<file path="src/rtl/wave_clk_divider.sv">
// wave_clk_divider: synthesizable stimulus clock stage.
// Derives medium/slow divided clocks from clk during a bounded run
// (IDLE -> RUN -> DONE) and exposes the elapsed run cycle count.
// Optional build macro: WAVE_GRAY_CNT_EN -- cycle_cnt is Gray coded.
// Divided clocks are plain registered data, so downstream logic should
// consume med_tick/slow_tick as enables instead of clocking on them.
module wave_clk_divider #(
  parameter int MED_HALF   = 50,
  parameter int SLOW_HALF  = 500,
  parameter int RUN_CYCLES = 10000,
  localparam int CNT_W     = $clog2(RUN_CYCLES + 1)
) (
  input  logic             clk,
  input  logic             rst_n,
  input  logic             start,
  input  logic             stop,
  output logic             med_clk_o,
  output logic             slow_clk_o,
  output logic             med_tick,
  output logic             slow_tick,
  output logic             running,
  output logic             done,
  output logic [CNT_W-1:0] cycle_cnt
);

  // +1 keeps the widths >= 1 when a half period is 1
  localparam int MW = $clog2(MED_HALF + 1);
  localparam int SW = $clog2(SLOW_HALF + 1);

  localparam logic [MW-1:0]    MED_LAST  = MW'(MED_HALF - 1);
  localparam logic [SW-1:0]    SLOW_LAST = SW'(SLOW_HALF - 1);
  localparam logic [CNT_W-1:0] RUN_LAST  = CNT_W'(RUN_CYCLES - 1);

  typedef enum logic [1:0] {
    S_IDLE = 2'b00,
    S_RUN  = 2'b01,
    S_DONE = 2'b10
  } state_e;

  state_e           state_q,     state_d;
  logic [MW-1:0]    med_cnt_q,   med_cnt_d;
  logic [SW-1:0]    slow_cnt_q,  slow_cnt_d;
  logic [CNT_W-1:0] bin_cnt_q,   bin_cnt_d;
  logic [CNT_W-1:0] cyc_out_q,   cyc_out_d;
  logic             med_clk_q,   med_clk_d;
  logic             slow_clk_q,  slow_clk_d;
  logic             med_tick_q,  med_tick_d;
  logic             slow_tick_q, slow_tick_d;
  logic             running_q,   running_d;
  logic             done_q,      done_d;

  // Next state: stop dominates start everywhere; start ignored while running
  always_comb begin
    state_d = state_q;
    case (state_q)
      S_IDLE: begin
        if (stop)       state_d = S_IDLE;
        else if (start) state_d = S_RUN;
      end
      S_RUN: begin
        if (stop)                       state_d = S_IDLE;
        else if (bin_cnt_q == RUN_LAST) state_d = S_DONE;
      end
      S_DONE: begin
        if (stop)       state_d = S_IDLE;
        else if (start) state_d = S_RUN;
      end
      default:          state_d = S_IDLE;
    endcase
  end

  // Datapath next values, keyed off the transition just decided
  always_comb begin
    med_cnt_d   = med_cnt_q;
    slow_cnt_d  = slow_cnt_q;
    bin_cnt_d   = bin_cnt_q;
    med_clk_d   = med_clk_q;
    slow_clk_d  = slow_clk_q;
    med_tick_d  = 1'b0;
    slow_tick_d = 1'b0;

    if (state_d == S_IDLE || (state_d == S_RUN && state_q != S_RUN)) begin
      // Clear on abort/idle, and on the run entry edge (E0)
      med_cnt_d  = '0;
      slow_cnt_d = '0;
      bin_cnt_d  = '0;
      med_clk_d  = 1'b0;
      slow_clk_d = 1'b0;
    end else if (state_q == S_RUN) begin
      // Run edge after E0; the edge entering DONE still toggles the dividers
      if (med_cnt_q == MED_LAST) begin
        med_cnt_d  = '0;
        med_clk_d  = ~med_clk_q;
        med_tick_d = 1'b1;
      end else begin
        med_cnt_d  = med_cnt_q + 1'b1;
      end
      if (slow_cnt_q == SLOW_LAST) begin
        slow_cnt_d  = '0;
        slow_clk_d  = ~slow_clk_q;
        slow_tick_d = 1'b1;
      end else begin
        slow_cnt_d  = slow_cnt_q + 1'b1;
      end
      bin_cnt_d = bin_cnt_q + 1'b1;
      // Ticks are a RUN-only qualifier, so the DONE-entry edge drops them
      if (state_d != S_RUN) begin
        med_tick_d  = 1'b0;
        slow_tick_d = 1'b0;
      end
    end

    running_d = (state_d == S_RUN);
    done_d    = (state_d == S_DONE);
`ifdef WAVE_GRAY_CNT_EN
    cyc_out_d = bin_cnt_d ^ (bin_cnt_d >> 1);
`else
    cyc_out_d = bin_cnt_d;
`endif
  end

  // State and output registers; every output comes straight from a flop
  always_ff @(posedge clk or negedge rst_n) begin
    if (!rst_n) begin
      state_q     <= S_IDLE;
      med_cnt_q   <= '0;
      slow_cnt_q  <= '0;
      bin_cnt_q   <= '0;
      cyc_out_q   <= '0;
      med_clk_q   <= 1'b0;
      slow_clk_q  <= 1'b0;
      med_tick_q  <= 1'b0;
      slow_tick_q <= 1'b0;
      running_q   <= 1'b0;
      done_q      <= 1'b0;
    end else begin
      state_q     <= state_d;
      med_cnt_q   <= med_cnt_d;
      slow_cnt_q  <= slow_cnt_d;
      bin_cnt_q   <= bin_cnt_d;
      cyc_out_q   <= cyc_out_d;
      med_clk_q   <= med_clk_d;
      slow_clk_q  <= slow_clk_d;
      med_tick_q  <= med_tick_d;
      slow_tick_q <= slow_tick_d;
      running_q   <= running_d;
      done_q      <= done_d;
    end
  end

  assign med_clk_o  = med_clk_q;
  assign slow_clk_o = slow_clk_q;
  assign med_tick   = med_tick_q;
  assign slow_tick  = slow_tick_q;
  assign running    = running_q;
  assign done       = done_q;
  assign cycle_cnt  = cyc_out_q;

endmodule

</file>
<file path="config.mk">
export PLATFORM = sky130hd
export DESIGN_NAME = wave_clk_divider
export DESIGN_NICKNAME = d
export VERILOG_FILES = /design/src/rtl/wave_clk_divider.sv
export SDC_FILE = /design/constraint.sdc
export NUM_CORES = 1
export LEC_CHECK = 0
export ABC_AREA = 1
export ABC_CLOCK_PERIOD_IN_PS = 1600
export CAP_MARGIN = 15
export CORE_ASPECT_RATIO = 0.9
export CORE_MARGIN = 4
export CORE_UTILIZATION = 55
export CTS_CLUSTER_DIAMETER = 120
export DETAILED_ROUTE_END_ITERATION = 10
export GPL_TIMING_DRIVEN = 1
export PLACE_DENSITY = 0.79
export SKIP_LAST_GASP = 1
export SLEW_MARGIN = 30
export SYNTH_ARGS = -nofsm -noshare
export SYNTH_HDL_FRONTEND = slang
export SYNTH_SLANG_ARGS = --single-unit
</file>
<file path="constraint.sdc">
create_clock -name clk -period 1.6 [get_ports clk]
set_clock_uncertainty 0.05 [all_clocks]
set_input_delay 0.24 -clock clk [delete_from_list [all_inputs] [get_ports clk]]
set_output_delay 0.24 -clock clk [all_outputs]
set_load 0.02 [all_outputs]
</file>
==> flow_metrics.tcl, run 1 <==
set metrics [dict create \
    grt_pass1_vias 1557 \
    drv_cap 0 \
    vdd_drop_max_mv 0.671 \
    drt_first_pass_iters 4 \
    synth_xor_area_share_pct 1.37 \
    hold_viol 0 \
    ant_nets 0 \
    rsz0062_at_grt "false" \
    slew_viol_final 0 \
    rr_worst_depth 8 \
    routed_wirelength_mm 4.00 \
    viasPerCell 5.15 \
    path_class "reg2out" \
    ios 24 \
    max_freq_ghz 0.664 \
    power.leakage_nw 1.19 \
    nets 288 \
    synthTopCellsByArea "dfrtp_1 (48%), nand2_1 (9.8%), nor2_1 (8.0%)" \
    synth_top_family_by_area "simple AND/OR/NAND/NOR gates" \
    preCtsSetupSlack_ns -0.0631 \
    pwr-share-comb_pct 6.8 \
    setup_tns_ns 0 \
    fp.dieW_um 70.2 \
    synth_top_area_share_pct 48.3 \
    fin_crit_sh_pct 94.1 \
    ys_warn_count 0 \
    drc_errors 0 \
    clkTransAtPathRegs_ns 0.07 \
    dp_hpwl_mm 2.91 \
    grt_pass1_wl_mm 6.93 \
    cp_max_fo 1 \
    synth_cells 239 \
    synthSimpleGateAreaFrac_pct 30.6 \
    synthesis.area_um2 1920 \
    swShare_pct 22.0 \
    reg2reg_setup_slack_ns 0.13 \
    placedCellCount 315 \
    drt_first_iter_violations 96 \
    yosysTopAreaCell "dfrtp_1" \
    crit_cells 1 \
    design.die.area_um2 4490 \
    numCtsBuffers 5 \
    wl_per_cell_um 12.3 \
    drive_above_1_share_pct 13.9 \
    worstMarginPinSlew_ns 0.448 \
    period_minus_slack_ns 1.51 \
    grt_use_total_pct 19.6 \
    synthMuxAreaShare_pct 0 \
    clock_power_share_pct 43.5 \
    num-fill-cells 251 \
    core_um2 3350 \
    cp_cell_sequence "clkdlybuf4s50_1" \
    synth.net_count 247 \
    num_antenna_cells 0 \
    cts_sinks 37 \
    setup_violations 0 \
    crit_start "done" \
    setup_ws_ns 0.0950 \
    synthAdderAreaFrac_pct 2.61 \
    regArea_um2 926 \
    hold_class "reg2reg" \
    end_kind "output pin" \
    p_int_mw 1.51 \
    hold_path_depth 1 \
    multi_input_area_um2 861 \
    critPathRequiredTime_ns 1.31 \
    hp-start "med_clk_o" \
    outcome "finished clean" \
    synth_seq_area_share_pct 48.3 \
    cp_num_buf_inv 1 \
    p_switching_mw 0.425 \
    grt_antenna_before_repair 0 \
    power.density_nw_per_um2 802 \
    h-tree-depth 2 \
    synth_compound_area_share_pct 10.4 \
    start_util_pct 57.1 \
    slowest_delay_ns 0.60 \
    area_growth_pct 25.7 \
    cts-root-buf "clkbuf_8" \
    clock_latency_ns 0.29 \
    crit_slowest_cell "clkdlybuf4s50_1" \
    pwr-share-seq_pct 49.6 \
    cts_tree "built" \
    rows 20 \
    whs_ns 0.442 \
    instances_no_fill 325 \
    crit_family "buffers and inverters" \
    cts_max_path_buffers 2 \
    crit_path_start_kind "flop" \
    maxSlewHeadroom_pct 70.1 \
    die_h_um 64.0 \
    crit_arrival_ns 1.22 \
    syn_avg_cell_area_um2 8.02 \
    port_buffers 23 \
    ys_ff_latch 37 \
    overflow 0 \
    reg2reg_from "cycle_cnt[0]" \
    yosysUniqueCellTypes 31 \
    gp_congestion 0.847 \
    dr_total_vias 1674 \
    grt_max_degree 38 \
]
[cell usage in the layout, fill, tap and decap left out, drive strengths merged]
cell           synthesis  layout
a21oi                 12      12
a22o                   2       2
and3                   3       3
buf                    3      14
bufinv                 0       1
clkbuf                 0       6
clkdlybuf4s50          0       6
clkinvlp               0       1
dfrtp                 37      37
dlygate4sd2            0      12
dlygate4sd3            0       1
dlymetal6s2s           0       4
ha                     4       4
inv                   28      28
nand2                 54      54
nand3                 14      14
nand4                  5       5
nor2                  46      46
nor3                   6       6
nor3b                  1       1
o21ai                 17      17
o21bai                 2       2
o22ai                  1       1
o31ai                  1       1
xnor2                  1       1
xor2                   2       2
[Yosys cell counts (all sizes together)]
master   n
xor2     2
ha       4
xnor2    1
o31ai    1
nand2   54
nand3   14
nor2    46
and3     3
nand4    5
a22o     2
inv     28
o21bai   2
o22ai    1
o21ai   17
buf      3
dfrtp   37
nor3     6
nor3b    1
a21oi   12
[state kept, by name, summed over array words and instances, names as in the netlist]
register    cells
cycle_cnt      14
done            1
med_clk_o       1
med_cnt_q       6
med_tick        1
running         1
slow_clk_o      1
slow_cnt_q      9
slow_tick       1
state_q         2
[per-layer routing]
| metal | GRT usage, % | vias up | part of all wire (%) |
|---|---|---|---|
| met2 | 31.3 | 35 | 49 |
| met1 | 25.9 | 779 | 46 |
| met3 | 4.40 | 5 | 4.2 |
| met4 | 8.13 | 0 | 1.1 |
| met5 | 0 | - | 0 |
| li1 | - | 855 | - |
[stage by stage]
step	utilization, %	instance area, um2	power (mW)
finish	71.8	2410	1.93
global route	71.8	2410	2.01
CTS	71.3	2390	1.95
detailed placement	67.8	2270	1.11
global placement	67.8	2270	1.11
floorplan	-	1920	1.04
[cell families (layout without fill, tap and decap cells)]
| group | Yosys count | after routing |
|---|---|---|
| DFF | 37 | 37 |
| adders and majority gates | 4 | 4 |
| buffers and inverters | 31 | 73 |
| AOI/OAI and AO/OA | 35 | 35 |
| xor gates and xnor gates | 3 | 3 |
| and+or+nand+nor | 129 | 129 |
[final cells by class]
cell class                 count  area share [%]
clock buffer                   6            3.43
tap                           44            2.29
multi-input combinational    171            35.8
clock inverter                 2            1.56
inverter                      28            4.37
timing repair buffer          37            14.1
sequential                    37            38.5
[power groups by stage]
stage | Combinational, mW | Sequential, mW | Clock, mW
2_1_floorplan | 0.0574 | 0.983 | 0
3_3_place_gp | 0.131 | 0.976 | 0
3_5_place_dp | 0.133 | 0.977 | 0
4_1_cts | 0.134 | 0.959 | 0.856
5_1_grt | 0.149 | 0.960 | 0.899
6_report | 0.132 | 0.959 | 0.841
[path summary, 6_finish.rpt]
kind                                 endpoint
worst max-delay path                     done
worst min-delay path                med_clk_o
worst max register to register  cycle_cnt[12]
worst min register to register      med_clk_o
max in group asynchronous        cycle_cnt[3]
min in group asynchronous       slow_cnt_q[6]
[timing repair]
| action | 4_1_cts | 5_1_grt |
|---|---|---|
| buffers inserted | 0 | 1 |
| endpoints found under the setup margin | 12 | 5 |
| cloned | 0 | 0 |
| hold buffers | 1 | 0 |
| pin swaps | 0 | 1 |
| resized for setup | 12 | 4 |
| hold endpoints to repair | 37 | 0 |
(Power assumes the default switching activity.)
==> run 2: changes to the inputs <==
--- a/config.mk
+++ b/config.mk
@@ -10,11 +10,11 @@
 export CAP_MARGIN = 15
 export CORE_ASPECT_RATIO = 0.9
 export CORE_MARGIN = 4
-export CORE_UTILIZATION = 55
+export CORE_UTILIZATION = 45
 export CTS_CLUSTER_DIAMETER = 120
 export DETAILED_ROUTE_END_ITERATION = 10
 export GPL_TIMING_DRIVEN = 1
-export PLACE_DENSITY = 0.79
+export PLACE_DENSITY = 0.67
 export SKIP_LAST_GASP = 1
 export SLEW_MARGIN = 30
 export SYNTH_ARGS = -nofsm -noshare
==> flow_metrics.tcl, run 2 (same netlist as run 1, synthesis figures left out) <==
set metrics [dict create \
    outcome "finished clean" \
    fp.dieW_um 76.8 \
    cts_tree "built" \
    cts_max_path_buffers 2 \
    start_util_pct 46.7 \
    swShare_pct 23.0 \
    p_int_mw 1.39 \
    max_freq_ghz 0.669 \
    crit_slowest_cell "clkdlybuf4s50_1" \
    h-tree-depth 2 \
    pwr-share-seq_pct 53.0 \
    num_antenna_cells 0 \
    period_minus_slack_ns 1.50 \
    vdd_drop_max_mv 0.532 \
    drv_cap 0 \
    clock_power_share_pct 39.5 \
    dp_hpwl_mm 3.00 \
    grt_antenna_before_repair 0 \
    slowest_delay_ns 0.60 \
    grt_pass1_wl_mm 7.30 \
    crit_start "done" \
    port_buffers 23 \
    maxSlewHeadroom_pct 71.3 \
    clkTransAtPathRegs_ns 0.07 \
    drive_above_1_share_pct 14.9 \
    cts-root-buf "clkbuf_8" \
    wl_per_cell_um 12.2 \
    routed_wirelength_mm 4.04 \
    path_class "reg2out" \
    power.leakage_nw 1.24 \
    preCtsSetupSlack_ns -0.0740 \
    num-fill-cells 375 \
    rows 22 \
    most-common-layout-cells "nand2_1 (50), nor2_1 (40), dfrtp_1 (37), inv_1 (25), o21ai_0 (15)" \
    grt_pass1_vias 1632 \
    rr_worst_depth 8 \
    core_um2 4100 \
    largest_register_ffs 14 \
    crit_arrival_ns 1.21 \
    clock_latency_ns 0.28 \
    reg2reg_from "cycle_cnt[1]" \
    cp_max_fo 1 \
    placedCellCount 320 \
    dr_total_vias 1616 \
    crit_path_start_kind "flop" \
    drc_errors 0 \
    overflow 0 \
    grt_max_degree 21 \
    critPathRequiredTime_ns 1.31 \
    cts_sinks 37 \
    numCtsBuffers 5 \
    hold_class "in2async" \
    worstMarginPinSlew_ns 0.430 \
    wl_met1_mm 2.06 \
    reg2reg_to "cycle_cnt[12]" \
    drt_first_iter_violations 89 \
    die_h_um 69.9 \
    nets 289 \
    reg2reg_setup_slack_ns 0.16 \
    ant_nets 0 \
    cp_num_buf_inv 1 \
    grt_use_total_pct 16.8 \
    slew_viol_final 0 \
    crit_family "buffers and inverters" \
    gp_congestion 0.848 \
    cp_cell_sequence "clkdlybuf4s50_1" \
    layout_commonest_cell "nand2_1" \
    area_growth_pct 26.2 \
    p_switching_mw 0.416 \
    instances_no_fill 330 \
    pwr-share-comb_pct 7.5 \
    ios 24 \
    viasPerCell 4.90 \
    end_kind "output pin" \
    fin_crit_sh_pct 93.4 \
    design.die.area_um2 5370 \
    dr_wl_met2_mm 1.82 \
    setup_violations 0 \
    drt_first_pass_iters 6 \
    wl_met3_um 96 \
    power.density_nw_per_um2 747 \
    highest_layer "met4" \
    hold_viol 0 \
    setup_ws_ns 0.105 \
]
[run 2: metrics by stage]
stage	util (%)	hold WS [ns]	TNS, ns	cell area (um2)	power (mW)
2_1_floorplan	-	-0.106	0	1920	1.04
3_3_place_gp	55.8	0.164	-0.103	2290	1.11
3_5_place_dp	55.8	0.157	-0.607	2290	1.11
4_1_cts	58.2	0.387	0	2390	1.83
5_1_grt	58.9	0.410	-0.00463	2420	1.88
6_report	58.9	0.375	0	2420	1.81
[run 2: worst register-to-register path: stages, from the launching register on]
cell	delay [ns]
dfrtp_1	0.36
ha_2	0.19
nand2_1	0.09
nor2_2	0.15
nand2_1	0.10
nor2_2	0.13
nand2_1	0.08
o21bai_1	0.12
nor2_1	0.05
[run 2: layout make-up]
type / instances / area (um2) / area share [%]
flip-flops and latches: 37 / 926 / 38.3
repair buffers: 38 / 359 / 14.9
multi-input cells: 171 / 866 / 35.8
well taps: 48 / 60.1 / 2.48
clock inverters: 1 / 5.00 / 0.207
inverters: 28 / 105 / 4.35
clock buffers: 7 / 96.3 / 3.99
[run 2: worst max-delay path by stage]
stage / cells past startpoint / end
floorplan: 8 / cycle_cnt[12]
detailed placement: 6 / cycle_cnt[2]
global route: 8 / cycle_cnt[12]
CTS: 1 / cycle_cnt[3]
global placement: 6 / cycle_cnt[2]
finish: 1 / done
[run 2: layer usage]
layer	global-route usage (%)	vias to the layer above
li1	-	853
met4	6.64	0
met1	23.9	735
met3	3.61	6
met2	24.9	22
met5	0	-
[run 2: power groups by stage]
stage	clock network [mW]	registers, mW	logic (mW)
after CTS	0.736	0.958	0.138
after global routing	0.767	0.960	0.155
after floorplan	0	0.983	0.0574
after global placement	0	0.976	0.137
final	0.713	0.958	0.135
after detailed placement	0	0.976	0.137
[run 2: repair_timing]
action                                  4_1_cts  5_1_grt
setup buffers                                 0        1
endpoints found under the setup margin        9        9
endpoints found under the hold margin        17        0
gates resized for setup                       9        9
hold buffers                                  1        0
pin swaps                                     0        1
